`config.mk`:
```
export PLATFORM = sky130hd
export DESIGN_NAME = ads131_seq_ctrl
export DESIGN_NICKNAME = d
export VERILOG_FILES = /design/src/rtl/ads131_pkg.sv /design/src/rtl/ads131_cmd_xfer.sv /design/src/rtl/ads131_seq_ctrl.sv
export SDC_FILE = /design/constraint.sdc
export NUM_CORES = 1
export LEC_CHECK = 0
export BUFFER_PORTS_ARGS = -buffer_cell sky130_fd_sc_hd__buf_2
export CAP_MARGIN = 20
export CORE_ASPECT_RATIO = 0.8
export CORE_MARGIN = 1.5
export CORE_UTILIZATION = 48
export CTS_CLUSTER_DIAMETER = 100
export DETAILED_ROUTE_END_ITERATION = 16
export PLACE_DENSITY_LB_ADDON = 0.05
export SETUP_SLACK_MARGIN = 0.05
export SYNTH_ARGS = -nofsm -noshare
export SYNTH_HDL_FRONTEND = slang
export SYNTH_SLANG_ARGS = --single-unit
```
`constraint.sdc`:
```
create_clock -name system_clock -period 2.69 [get_ports system_clock]
set_input_delay 0.1345 -clock system_clock [delete_from_list [all_inputs] [get_ports system_clock]]
set_output_delay 0.1345 -clock system_clock [all_outputs]
set_load 0.05 [all_outputs]
```
`src/rtl/ads131_pkg.sv`:
```
// ads131_pkg: shared types and constants for the ADS131A0x power-up/run sequencer
// and its command/NULL transfer helper.
package ads131_pkg;

   typedef enum logic [3:0] {
      S_IDLE     = 4'd0,
      S_RST_LOW  = 4'd1,
      S_POR_WAIT = 4'd2,
      S_POLL     = 4'd3,
      S_POLL_CHK = 4'd4,
      S_POLL_GAP = 4'd5,
      S_UNLOCK   = 4'd6,
      S_CFG      = 4'd7,
      S_READBACK = 4'd8,
      S_WAKEUP   = 4'd9,
      S_RUN      = 4'd10,
      S_ERROR    = 4'd11
   } state_t;

   typedef enum logic [2:0] {
      X_IDLE      = 3'd0,
      X_CMD_REQ   = 3'd1,
      X_CMD_WAIT  = 3'd2,
      X_NULL_REQ  = 3'd3,
      X_NULL_WAIT = 3'd4
   } xfer_state_t;

   localparam logic [2:0] ERR_NONE     = 3'd0;
   localparam logic [2:0] ERR_READY    = 3'd1;
   localparam logic [2:0] ERR_UNLOCK   = 3'd2;
   localparam logic [2:0] ERR_WREG     = 3'd3;
   localparam logic [2:0] ERR_WAKEUP   = 3'd4;
   localparam logic [2:0] ERR_READBACK = 3'd5;

   localparam logic [15:0] CMD_NULL   = 16'h0000;
   localparam logic [15:0] CMD_UNLOCK = 16'h0655;
   localparam logic [15:0] CMD_WAKEUP = 16'h0033;
   localparam logic [15:0] OP_WREG    = 16'h4000;
   localparam logic [15:0] OP_RREG    = 16'h2000;
   localparam logic [15:0] ECHO_WREG  = 16'h2000;

   function automatic int unsigned max3(input int unsigned a, input int unsigned b,
                                        input int unsigned c);
      int unsigned m;
      m = (a > b) ? a : b;
      return (m > c) ? m : c;
   endfunction

endpackage

```
`src/rtl/ads131_cmd_xfer.sv`:
```
// ads131_cmd_xfer: sends one command frame then a NULL frame, and checks the
// pipelined reply carried in the NULL frame's first word against exp_word under cmp_mask.
module ads131_cmd_xfer
   import ads131_pkg::*;
(
   input  logic        system_clock,
   input  logic        reset,
   input  logic        go,
   input  logic [15:0] cmd,
   input  logic [15:0] exp_word,
   input  logic [15:0] cmp_mask,
   input  logic        spi_busy,
   input  logic        spi_done,
   input  logic [15:0] spi_rx_word0,
   output logic        spi_start,
   output logic [15:0] spi_tx_cmd,
   output logic        cmd_done,
   output logic        done,
   output logic        match
);

   xfer_state_t state_q, state_d;
   logic        start_d;
   logic        cmd_done_d;
   logic        done_d;
   logic        match_d;
   logic [15:0] tx_d;

   always_ff @(posedge system_clock or posedge reset) begin
      if (reset) begin
         state_q    <= X_IDLE;
         spi_start  <= 1'b0;
         spi_tx_cmd <= CMD_NULL;
         cmd_done   <= 1'b0;
         done       <= 1'b0;
         match      <= 1'b0;
      end else begin
         // NOTE: state registers use non-blocking assignments so every flop samples pre-edge values.
         state_q    <= state_d;
         spi_start  <= start_d;
         spi_tx_cmd <= tx_d;
         cmd_done   <= cmd_done_d;
         done       <= done_d;
         match      <= match_d;
      end
   end

   always_comb begin
      // NOTE: every output of this block is defaulted first so no path infers a latch.
      state_d    = state_q;
      start_d    = 1'b0;
      tx_d       = spi_tx_cmd;
      cmd_done_d = 1'b0;
      done_d     = 1'b0;
      match_d    = match;
      case (state_q)
         X_IDLE: begin
            if (go) begin
               tx_d    = cmd;
               state_d = X_CMD_REQ;
            end
         end
         X_CMD_REQ: begin
            if (!spi_busy) begin
               start_d = 1'b1;
               state_d = X_CMD_WAIT;
            end
         end
         X_CMD_WAIT: begin
            // The command word stays on the bus until its frame has finished.
            if (spi_done) begin
               cmd_done_d = 1'b1;
               tx_d       = CMD_NULL;
               state_d    = X_NULL_REQ;
            end
         end
         X_NULL_REQ: begin
            if (!spi_busy) begin
               start_d = 1'b1;
               state_d = X_NULL_WAIT;
            end
         end
         X_NULL_WAIT: begin
            if (spi_done) begin
               done_d  = 1'b1;
               match_d = (((spi_rx_word0 ^ exp_word) & cmp_mask) == 16'h0000);
               state_d = X_IDLE;
            end
         end
         default: state_d = X_IDLE;
      endcase
   end

endmodule

```
`src/rtl/ads131_seq_ctrl.sv`:
```
// ads131_seq_ctrl: ADS131A0x reset, READY polling, unlock/WREG/wakeup sequencing and DRDY
// servicing. Optional register readback after each WREG is enabled by ADS_CFG_READBACK_EN.
module ads131_seq_ctrl
   import ads131_pkg::*;
#(
   parameter int unsigned RST_LOW_CYC  = 1000,
   parameter int unsigned POR_WAIT_CYC = 250000,
   parameter int unsigned POLL_GAP_CYC = 5000,
   parameter int unsigned READY_TRIES  = 16,
   parameter int unsigned NUM_CFG      = 4,
   parameter logic [15:0] READY_WORD   = 16'hFF04
) (
   input  logic                   system_clock,
   input  logic                   reset,
   input  logic                   start,
   input  logic [16*NUM_CFG-1:0]  cfg_table,
   input  logic                   drdy_n,
   input  logic                   spi_busy,
   input  logic                   spi_done,
   input  logic [15:0]            spi_rx_word0,
   output logic                   SPI_RESET,
   output logic                   spi_start,
   output logic [15:0]            spi_tx_cmd,
   output logic                   init_done,
   output logic                   sample_strobe,
   output logic                   overrun,
   output logic                   error,
   output logic [2:0]             err_code,
   output logic [3:0]             state_dbg
);

   localparam int unsigned MAX_CYC = max3(RST_LOW_CYC, POR_WAIT_CYC, POLL_GAP_CYC);
   localparam int CNT_W = $clog2(MAX_CYC + 1);
   localparam int IDX_W = (NUM_CFG > 1) ? $clog2(NUM_CFG) : 1;
   localparam int TRY_W = $clog2(READY_TRIES + 1);

   state_t             state_q, state_d;
   logic [CNT_W-1:0]   cnt_q, cnt_d;
   logic [IDX_W-1:0]   idx_q, idx_d;
   logic [TRY_W-1:0]   tries_q, tries_d;
   logic [2:0]         err_q, err_d;
   logic               spi_reset_q, spi_reset_d;
   logic               go_q, go_d;
   logic               start_ok;
   logic               cfg_last;

   logic [NUM_CFG-1:0][15:0] cfg_arr;
   logic [15:0]        cfg_entry;
   logic [15:0]        xfer_cmd, xfer_exp, xfer_mask;
   logic               xfer_start, xfer_cmd_done, xfer_done, xfer_match;
   logic [15:0]        xfer_tx;

   logic               drdy_m, drdy_s, drdy_p, drdy_fall;
   logic               run_busy, run_pend, run_start;
   logic               run_done, in_flight, launch_req, launch;

   assign cfg_arr   = cfg_table;
   assign cfg_entry = cfg_arr[idx_q];
   assign cfg_last  = (idx_q == IDX_W'(NUM_CFG - 1));

   always_comb begin
      xfer_cmd  = CMD_NULL;
      xfer_exp  = READY_WORD;
      xfer_mask = 16'hFFFF;
      case (state_q)
         S_UNLOCK: begin
            xfer_cmd = CMD_UNLOCK;
            xfer_exp = CMD_UNLOCK;
         end
         S_CFG: begin
            xfer_cmd = OP_WREG | cfg_entry;
            xfer_exp = ECHO_WREG | cfg_entry;
         end
`ifdef ADS_CFG_READBACK_EN
         S_READBACK: begin
            xfer_cmd  = OP_RREG | {cfg_entry[15:8], 8'h00};
            xfer_exp  = {8'h00, cfg_entry[7:0]};
            xfer_mask = 16'h00FF;
         end
`endif
         S_WAKEUP: begin
            xfer_cmd = CMD_WAKEUP;
            xfer_exp = CMD_WAKEUP;
         end
         default: ;
      endcase
   end

   ads131_cmd_xfer u_xfer (
      .system_clock (system_clock),
      .reset        (reset),
      .go           (go_q),
      .cmd          (xfer_cmd),
      .exp_word     (xfer_exp),
      .cmp_mask     (xfer_mask),
      .spi_busy     (spi_busy),
      .spi_done     (spi_done),
      .spi_rx_word0 (spi_rx_word0),
      .spi_start    (xfer_start),
      .spi_tx_cmd   (xfer_tx),
      .cmd_done     (xfer_cmd_done),
      .done         (xfer_done),
      .match        (xfer_match)
   );

   always_ff @(posedge system_clock or posedge reset) begin
      if (reset) begin
         state_q     <= S_IDLE;
         cnt_q       <= '0;
         idx_q       <= '0;
         tries_q     <= '0;
         err_q       <= ERR_NONE;
         spi_reset_q <= 1'b0;
         go_q        <= 1'b0;
      end else begin
         state_q     <= state_d;
         cnt_q       <= cnt_d;
         idx_q       <= idx_d;
         tries_q     <= tries_d;
         err_q       <= err_d;
         spi_reset_q <= spi_reset_d;
         go_q        <= go_d;
      end
   end

   always_comb begin
      state_d     = state_q;
      cnt_d       = cnt_q;
      idx_d       = idx_q;
      tries_d     = tries_q;
      err_d       = err_q;
      spi_reset_d = spi_reset_q;
      go_d        = 1'b0;
      start_ok    = 1'b0;
      case (state_q)
         S_IDLE, S_ERROR: begin
            if (start) begin
               start_ok    = 1'b1;
               state_d     = S_RST_LOW;
               cnt_d       = '0;
               tries_d     = '0;
               err_d       = ERR_NONE;
               spi_reset_d = 1'b0;
            end
         end
         S_RST_LOW: begin
            if (cnt_q == CNT_W'(RST_LOW_CYC - 1)) begin
               spi_reset_d = 1'b1;
               cnt_d       = '0;
               state_d     = S_POR_WAIT;
            end else begin
               cnt_d = cnt_q + CNT_W'(1);
            end
         end
         S_POR_WAIT: begin
            if (cnt_q == CNT_W'(POR_WAIT_CYC - 1)) begin
               state_d = S_POLL;
               go_d    = 1'b1;
            end else begin
               cnt_d = cnt_q + CNT_W'(1);
            end
         end
         S_POLL: begin
            if (xfer_cmd_done) state_d = S_POLL_CHK;
         end
         S_POLL_CHK: begin
            if (xfer_done) begin
               if (xfer_match) begin
                  state_d = S_UNLOCK;
                  go_d    = 1'b1;
               end else if (tries_q == TRY_W'(READY_TRIES - 1)) begin
                  state_d = S_ERROR;
                  err_d   = ERR_READY;
               end else begin
                  tries_d = tries_q + TRY_W'(1);
                  cnt_d   = '0;
                  state_d = S_POLL_GAP;
               end
            end
         end
         S_POLL_GAP: begin
            if (cnt_q == CNT_W'(POLL_GAP_CYC - 1)) begin
               state_d = S_POLL;
               go_d    = 1'b1;
            end else begin
               cnt_d = cnt_q + CNT_W'(1);
            end
         end
         S_UNLOCK: begin
            if (xfer_done) begin
               if (xfer_match) begin
                  idx_d   = '0;
                  state_d = S_CFG;
                  go_d    = 1'b1;
               end else begin
                  state_d = S_ERROR;
                  err_d   = ERR_UNLOCK;
               end
            end
         end
         S_CFG: begin
            if (xfer_done) begin
               if (!xfer_match) begin
                  state_d = S_ERROR;
                  err_d   = ERR_WREG;
               end else begin
                  go_d = 1'b1;
`ifdef ADS_CFG_READBACK_EN
                  state_d = S_READBACK;
`else
                  if (cfg_last) state_d = S_WAKEUP;
                  else          idx_d   = idx_q + IDX_W'(1);
`endif
               end
            end
         end
`ifdef ADS_CFG_READBACK_EN
         S_READBACK: begin
            if (xfer_done) begin
               if (!xfer_match) begin
                  state_d = S_ERROR;
                  err_d   = ERR_READBACK;
               end else begin
                  go_d = 1'b1;
                  if (cfg_last) begin
                     state_d = S_WAKEUP;
                  end else begin
                     idx_d   = idx_q + IDX_W'(1);
                     state_d = S_CFG;
                  end
               end
            end
         end
`endif
         S_WAKEUP: begin
            if (xfer_done) begin
               if (xfer_match) begin
                  state_d = S_RUN;
               end else begin
                  state_d = S_ERROR;
                  err_d   = ERR_WAKEUP;
               end
            end
         end
         default: ;
      endcase
   end

   // DRDY is asynchronous: two flops to synchronise, a third to find the falling edge.
   always_ff @(posedge system_clock or posedge reset) begin
      if (reset) begin
         drdy_m <= 1'b1;
         drdy_s <= 1'b1;
         drdy_p <= 1'b1;
      end else begin
         drdy_m <= drdy_n;
         drdy_s <= drdy_m;
         drdy_p <= drdy_s;
      end
   end

   assign drdy_fall  = drdy_p & ~drdy_s;
   assign run_done   = run_busy & spi_done;
   assign in_flight  = (run_busy & ~spi_done) | run_pend;
   assign launch_req = run_pend | (drdy_fall & ~in_flight);
   assign launch     = launch_req & ~spi_busy & ~(run_busy & ~spi_done);

   always_ff @(posedge system_clock or posedge reset) begin
      if (reset) begin
         run_busy      <= 1'b0;
         run_pend      <= 1'b0;
         run_start     <= 1'b0;
         sample_strobe <= 1'b0;
         overrun       <= 1'b0;
      end else begin
         run_start     <= 1'b0;
         sample_strobe <= 1'b0;
         if (start_ok) overrun <= 1'b0;
         if (state_q == S_RUN) begin
            if (run_done) begin
               sample_strobe <= 1'b1;
               run_busy      <= 1'b0;
            end
            if (drdy_fall && in_flight) overrun <= 1'b1;
            if (launch) begin
               run_start <= 1'b1;
               run_busy  <= 1'b1;
               run_pend  <= 1'b0;
            end else if (launch_req) begin
               run_pend <= 1'b1;
            end
         end
      end
   end

   // The transfer helper always finishes on a NULL word, so RUN frames reuse its command register.
   assign spi_start  = xfer_start | run_start;
   assign spi_tx_cmd = xfer_tx;
   assign SPI_RESET  = spi_reset_q;
   assign init_done  = (state_q == S_RUN);
   assign error      = (state_q == S_ERROR);
   assign err_code   = err_q;
   assign state_dbg  = state_q;

endmodule
```
# == Yosys cells after proc, flatten, opt, wreduce, memory -nomap -nowiden ==
# Index checks and enable logic that the tools add are counted.
# word_totals
register_bits,65
in_bits,86
output_inout_bits,29
word_cells,197
# classes
addsub,3
n_lt_le_gt_ge,1
eq_ne,45
mux,85
n_bitwise,15
reduce_logical,27
# op_table
op,n
$mux W18,7
$pmux W16 S3,2
$pmux W18 S5,1
$mux W4,14
$mux W16,3
$mux W3,15
$ne A2 B2 Y1 const B,18
$pmux W4 S9,1
$bmux W16 S2,1
$pmux W16 S2,1
$pmux W3 S5,2
$mux W1,25
$reduce_and A11 Y1,2
$mux W5,4
$add A18 B1 Y18 const B,1
$eq A18 B10 Y1 const B,1
$eq A18 B13 Y1 const B,1
$eq A18 B18 Y1 const B,1
$eq A4 B3 Y1 const B,4
$logic_not A16 Y1,1
$xor A16 B16 Y16,1
$ne A2 B1 Y1 const B,7
$eq A4 B4 Y1 const B,3
$reduce_bool A2 Y1,6
other kinds (31),54

# == Longest topological paths before layout ==
# depth
depth_word,10
mapped_depth,10
mapped_depth_nobuf,9

# == Modules after synthesis ==
# Synthesis repeated with hierarchy kept, for this count alone.
# unflattened
hier_cells,446
hier_area_um2,4195.3
# modules_own_cells
module,instances,cells_each,area_per_inst_um2,seq_area_each_um2
ads131_seq_ctrl,1,357,3114.2,1054.8
ads131_cmd_xfer,1,89,1081.0,575.6

# == Worst setup path before layout ==
# No wires, ideal clock.
# synth_timing
path_kind,register -> register
from,register state_q[0] (netlist: state_dbg[0])
to,register run_busy
setup_ns,0.064
t_arrival_ns,2.890
t_required_ns,2.626
slack_ns,-0.264
path_stages_with_launch,7
path_buffers,2
synth_period_minus_slack_ns,2.954
path_cell_list,dfrtp_1 -> buf_2 -> clkbuf_1 -> nor3_1 -> nand2b_1 -> nor3_1 -> a21o_1
# synth_between
elab_chain_len,2
# synth_rtl
item,line,source
start: declaration,ads131_seq_ctrl.sv:37,"state_t state_q, state_d;"
start signal: assignment,ads131_seq_ctrl.sv:116,state_q <= state_d;
$eq A4 B4 Y1,n/a,
named net init_done,ads131_seq_ctrl.sv:24,"output logic init_done,"
$reduce_and A2 Y1 (no source line),n/a,
end signal: assignment,ads131_seq_ctrl.sv:270,run_busy <= 1'b0;
end signal: assignment,ads131_seq_ctrl.sv:282,run_busy <= 1'b0;
end signal: assignment,ads131_seq_ctrl.sv:287,run_busy <= 1'b1;
end: declaration,ads131_seq_ctrl.sv:54,"logic run_busy, run_pend, run_start;"
# The timed path passes the listed nets, and every way through them passes these cells.
# A chain may end at the register's enable or synchronous reset.

# == Worst setup path in the final report ==
# layout_timing
from,register tries_q[1]
to,register cnt_q[13]
# layout_between
elab_chain_len,3
# layout_rtl
item,line,source
start: declaration,ads131_seq_ctrl.sv:40,"logic [TRY_W-1:0] tries_q, tries_d;"
start signal: assignment,ads131_seq_ctrl.sv:119,tries_q <= tries_d;
$eq A5 B4 Y1,ads131_seq_ctrl.sv:171,end else if (tries_q == TRY_W'(READY_TRIES - 1)) begin
$ne A2 B2 Y1 (no source line),n/a,
$reduce_and A7 Y1 (no source line),n/a,
end signal: assignment,ads131_seq_ctrl.sv:117,cnt_q <= cnt_d;
end: declaration,ads131_seq_ctrl.sv:38,"logic [CNT_W-1:0] cnt_q, cnt_d;"
# Every way passes these cells.

==> flow_summary_export.csv <==
group,metric,value,unit
worst_setup_path,required,2.91,ns
power,pwr_density_cell,798,nW/um^2
sta,fin_crit,2.62,ns
placement,place.gp.congestion,0.942,
sta,fmaxAchievable,381,MHz
floorplan,die_w,110,um
worst_setup_path,critPathMaxFanout,5,
sta,drv_slew,0,
worst_setup_path,cp_num_buf_inv,0,
clock_tree,clock_latency,0.34,ns
route,wl_per_cell,18.6,um
worst_setup_path,slowest_delay,0.41,ns
power,p_leak,2.61,nW
layout,antenna_cells,0,
logic_synthesis,ys_async_sr_fraction,100,%
clock_tree,clk_pin_slew,0.06,ns
sta,hold_slack,0.0468,ns
power,p_seq_share,25.6,%
floorplan,row_count,30,
status,status,"completed",
worst_setup_path,r2r-start,"tries_q[1]",
worst_setup_path,startpoint,"tries_q[1]",
placement,portBuffers,114,
worst_setup_path,start_kind,"flip-flop",
worst_setup_path,worstPathArrival,2.84,ns
floorplan,core,8630,um^2
placement,placed_area,5230,um^2
hold_path,hold_path_class,"in2reg",
logic_synthesis,synth_ff_type,"dfrtp_1",
power,swShare,41.1,%
global_routing,antenna_found_initial,0,
layout,stdcell_area,5770,um^2
worst_setup_path,endpoint,"cnt_q[13]",
power,p_switching,1.89,mW
sta,skew,0.00767,ns
logic_synthesis,synth-seq-area-share,37.4,%
layout,layout.cells.non_filler,717,
power,comb_power_share,48.3,%
route,viasPerCell,6.02,
route,vias,4319,
clock_tree,clock_sinks,65,
logic_synthesis,synth_nets,546,
hold_path,holdPathStages,2,
route,ant_nets,0,
clock_tree,numCtsBuffers,9,
clock_tree,htreeDepth,3,
power,internal_power,2.71,mW
worst_setup_path,rr_endpoint,"cnt_q[13]",
sta,final-hold-violation-count,0,
worst_setup_path,crit_family,"compound AO/OA/AOI/OAI gates",
logic_synthesis,syn_area,4360,um^2
placement,dp_hpwl,9.84,mm
logic_synthesis,synth_edf_count,0,
layout,drive_gt1_share,37.5,%
floorplan,dieHeight,88.2,um
worst_setup_path,cpMaxStageDelayCell,"a211o_2",
power,ir_drop,0.647,mV
global_routing,grt_overflow,0,
worst_setup_path,path_class,"reg2reg",
logic_synthesis,ys_ff_latch,65,
floorplan,floorplan.initialDensity,50.5,%
global_routing,track_usage,28.9,%
logic_synthesis,ys_types,76,
worst_setup_path,crit_chain,"ha_2, and3_4, ha_4, or3b_4, o32ai_2, a22oi_1, a211o_2, nand2b_4, o41ai_2",
route,drt_pre_antenna_iters,5,
clock_tree,cts_tree,"built",
logic_synthesis,yosysWarnings,0,
route,drc,0,
sta,finalCritPeriodShare,97.5,%
route,wl,13.3,mm
layout,layout_common_cells,"buf_2, dfrtp_1, nand2_1",
worst_setup_path,reg2reg_depth,9,
sta,setup_viol,0,
job,cap_violations,0,
layout,areaGrowthSynthToFinish,32.4,%
logic_synthesis,synth_area_per_cell,9.56,um^2
placement,place_inst,692,
layout,final_common_cell,"buf_2",
layout,post-route-util,66.9,%
layout,nNetsFinal,690,
power,clockPowerShare,26.0,%
sta,rsz0062_at_grt,"true",
global_routing,grt_pass1_wl,21.3,mm
worst_setup_path,r2r_setup_slack,0.07,ns
floorplan,pin_count,115,
logic_synthesis,syn_inst,456,
route,drtIter0Drc,372,
worst_setup_path,end_kind,"flip-flop",
clock_tree,clockBufferDepth,2,
global_routing,grt_pass1_vias,4233,
sta,relSlewSlack,32.6,%
worst_setup_path,crit_cells,9,
sta,tightest_slew,1.01,ns
floorplan,dieArea,9670,um^2
global_routing,grt_max_degree,32,
clock_tree,cts-root-buf,"clkbuf_16",
-- timing repair --
item	in CTS	in global routing
resized for setup	4	24
buffers inserted	0	6
hold buffers	2	0
endpoints found under the hold margin	27	0
pin swaps	1	8
endpoints found under the setup margin	9	16
gates cloned	0	1
-- cell usage after synthesis (all sizes together) (4+ instances only) --
| cell | number | share of area [%] |
|---|---|---|
| or3 | 6 | 0.86 |
| mux4 | 14 | 7.2 |
| nor4b | 6 | 1.2 |
| nand3b | 5 | 0.86 |
| nand2b | 12 | 1.7 |
| clkbuf | 11 | 0.95 |
| a22o | 15 | 3.0 |
| mux2i | 8 | 1.8 |
| nor3b | 4 | 0.69 |
| o21ai | 45 | 5.2 |
| nand3 | 10 | 1.1 |
| a21o | 6 | 1.0 |
| a21oi | 23 | 2.6 |
| buf | 12 | 1.7 |
| and3 | 7 | 1.0 |
| ha | 4 | 1.1 |
| nor2 | 28 | 2.6 |
| a31oi | 4 | 0.57 |
| o31ai | 11 | 2.2 |
| mux2 | 6 | 1.5 |
| nand4 | 6 | 1.2 |
| nor2b | 8 | 1.1 |
| nand2 | 47 | 4.0 |
| a32o | 4 | 0.92 |
| dfrtp | 62 | 36 |
| o41ai | 5 | 1.4 |
| nand4b | 5 | 1.0 |
| a21boi | 8 | 1.4 |
| o22ai | 4 | 0.57 |
| inv | 10 | 0.86 |
| nor3 | 11 | 1.4 |
-- metal layers --
metal | part of all wire (%) | GRT usage (%) | vias to the layer above | routed length (um)
met5 | 0 | 0 | - | 0
met4 | 1.3 | 6.97 | 0 | 173
met3 | 8.1 | 8.54 | 19 | 1080
met2 | 45 | 43.7 | 170 | 5960
met1 | 46 | 40.7 | 2080 | 6130
li1 | - | - | 2050 | -
-- flip-flops by register name (all words and copies together), names as in the netlist, 2 cells and up --
name	flops
state_dbg	4
err_code	3
cnt_q	18
u_xfer.spi_tx_cmd	16
idx_q	2
u_xfer.state_q	3
tries_q	5
-- area by class of cell --
type | count | area, um^2
Timing Repair Buffer | 156 | 957
Fill cell | 726 | 2860
Clock inverter | 7 | 78.8
Sequential cell | 65 | 1630
Inverter | 11 | 41.3
Multi-Input combinational cell | 357 | 2700
Tap cell | 112 | 140
Clock buffer | 9 | 225
-- power groups by stage --
stage	Clock, mW	Sequential [mW]	Combinational, mW
2_1_floorplan	0	1.32	1.19
3_3_place_gp	0	1.18	1.89
3_5_place_dp	0	1.19	1.92
4_1_cts	1.22	1.18	1.94
5_1_grt	1.26	1.20	2.40
6_report	1.20	1.18	2.23
-- cells by family (layout without fill, tap and decap cells) --
| group | after synthesis | count (layout) | share of synthesized area [%] |
|---|---|---|---|
| mux | 28 | 28 | 10.6 |
| buf+inv | 34 | 183 | 3.56 |
| compound gates | 148 | 148 | 23.8 |
| simple gates | 175 | 175 | 23.1 |
| flops | 65 | 65 | 37.4 |
| fa+ha+maj | 4 | 4 | 1.15 |
| xor+xnor | 2 | 2 | 0.402 |
-- how the worst min path moves through the flow --
| stage | startpoint | end |
|---|---|---|
| floorplan | drdy_n | drdy_m |
| global placement | reset | cnt_q[3] |
| detailed placement | drdy_n | drdy_m |
| CTS | spi_done | u_xfer.state_q[2] |
| global route | spi_done | u_xfer.state_q[2] |
| finish | spi_done | u_xfer.state_q[2] |
-- per-stage QoR --
| stage | power (mW) | setup slack [ns] | TNS [ns] |
|---|---|---|---|
| after floorplan | 2.51 | 0.0554 | 0 |
| after global placement | 3.08 | 0.120 | 0 |
| after CTS | 4.34 | 0.0602 | 0 |
| after detailed placement | 3.11 | -0.0156 | -0.0156 |
| after global routing | 4.86 | -0.0361 | -0.0361 |
| final | 4.61 | 0.0671 | 0 |
-- worst reg2reg max path, cell delays in order, from the launching register on --
cell and delay (ns):
dfrtp_1 0.40, ha_2 0.20, and3_4 0.19, ha_4 0.15, or3b_4 0.39, o32ai_2 0.10
a22oi_1 0.11, a211o_2 0.41, nand2b_4 0.19, o41ai_2 0.36
(Power assumes the default switching activity.)
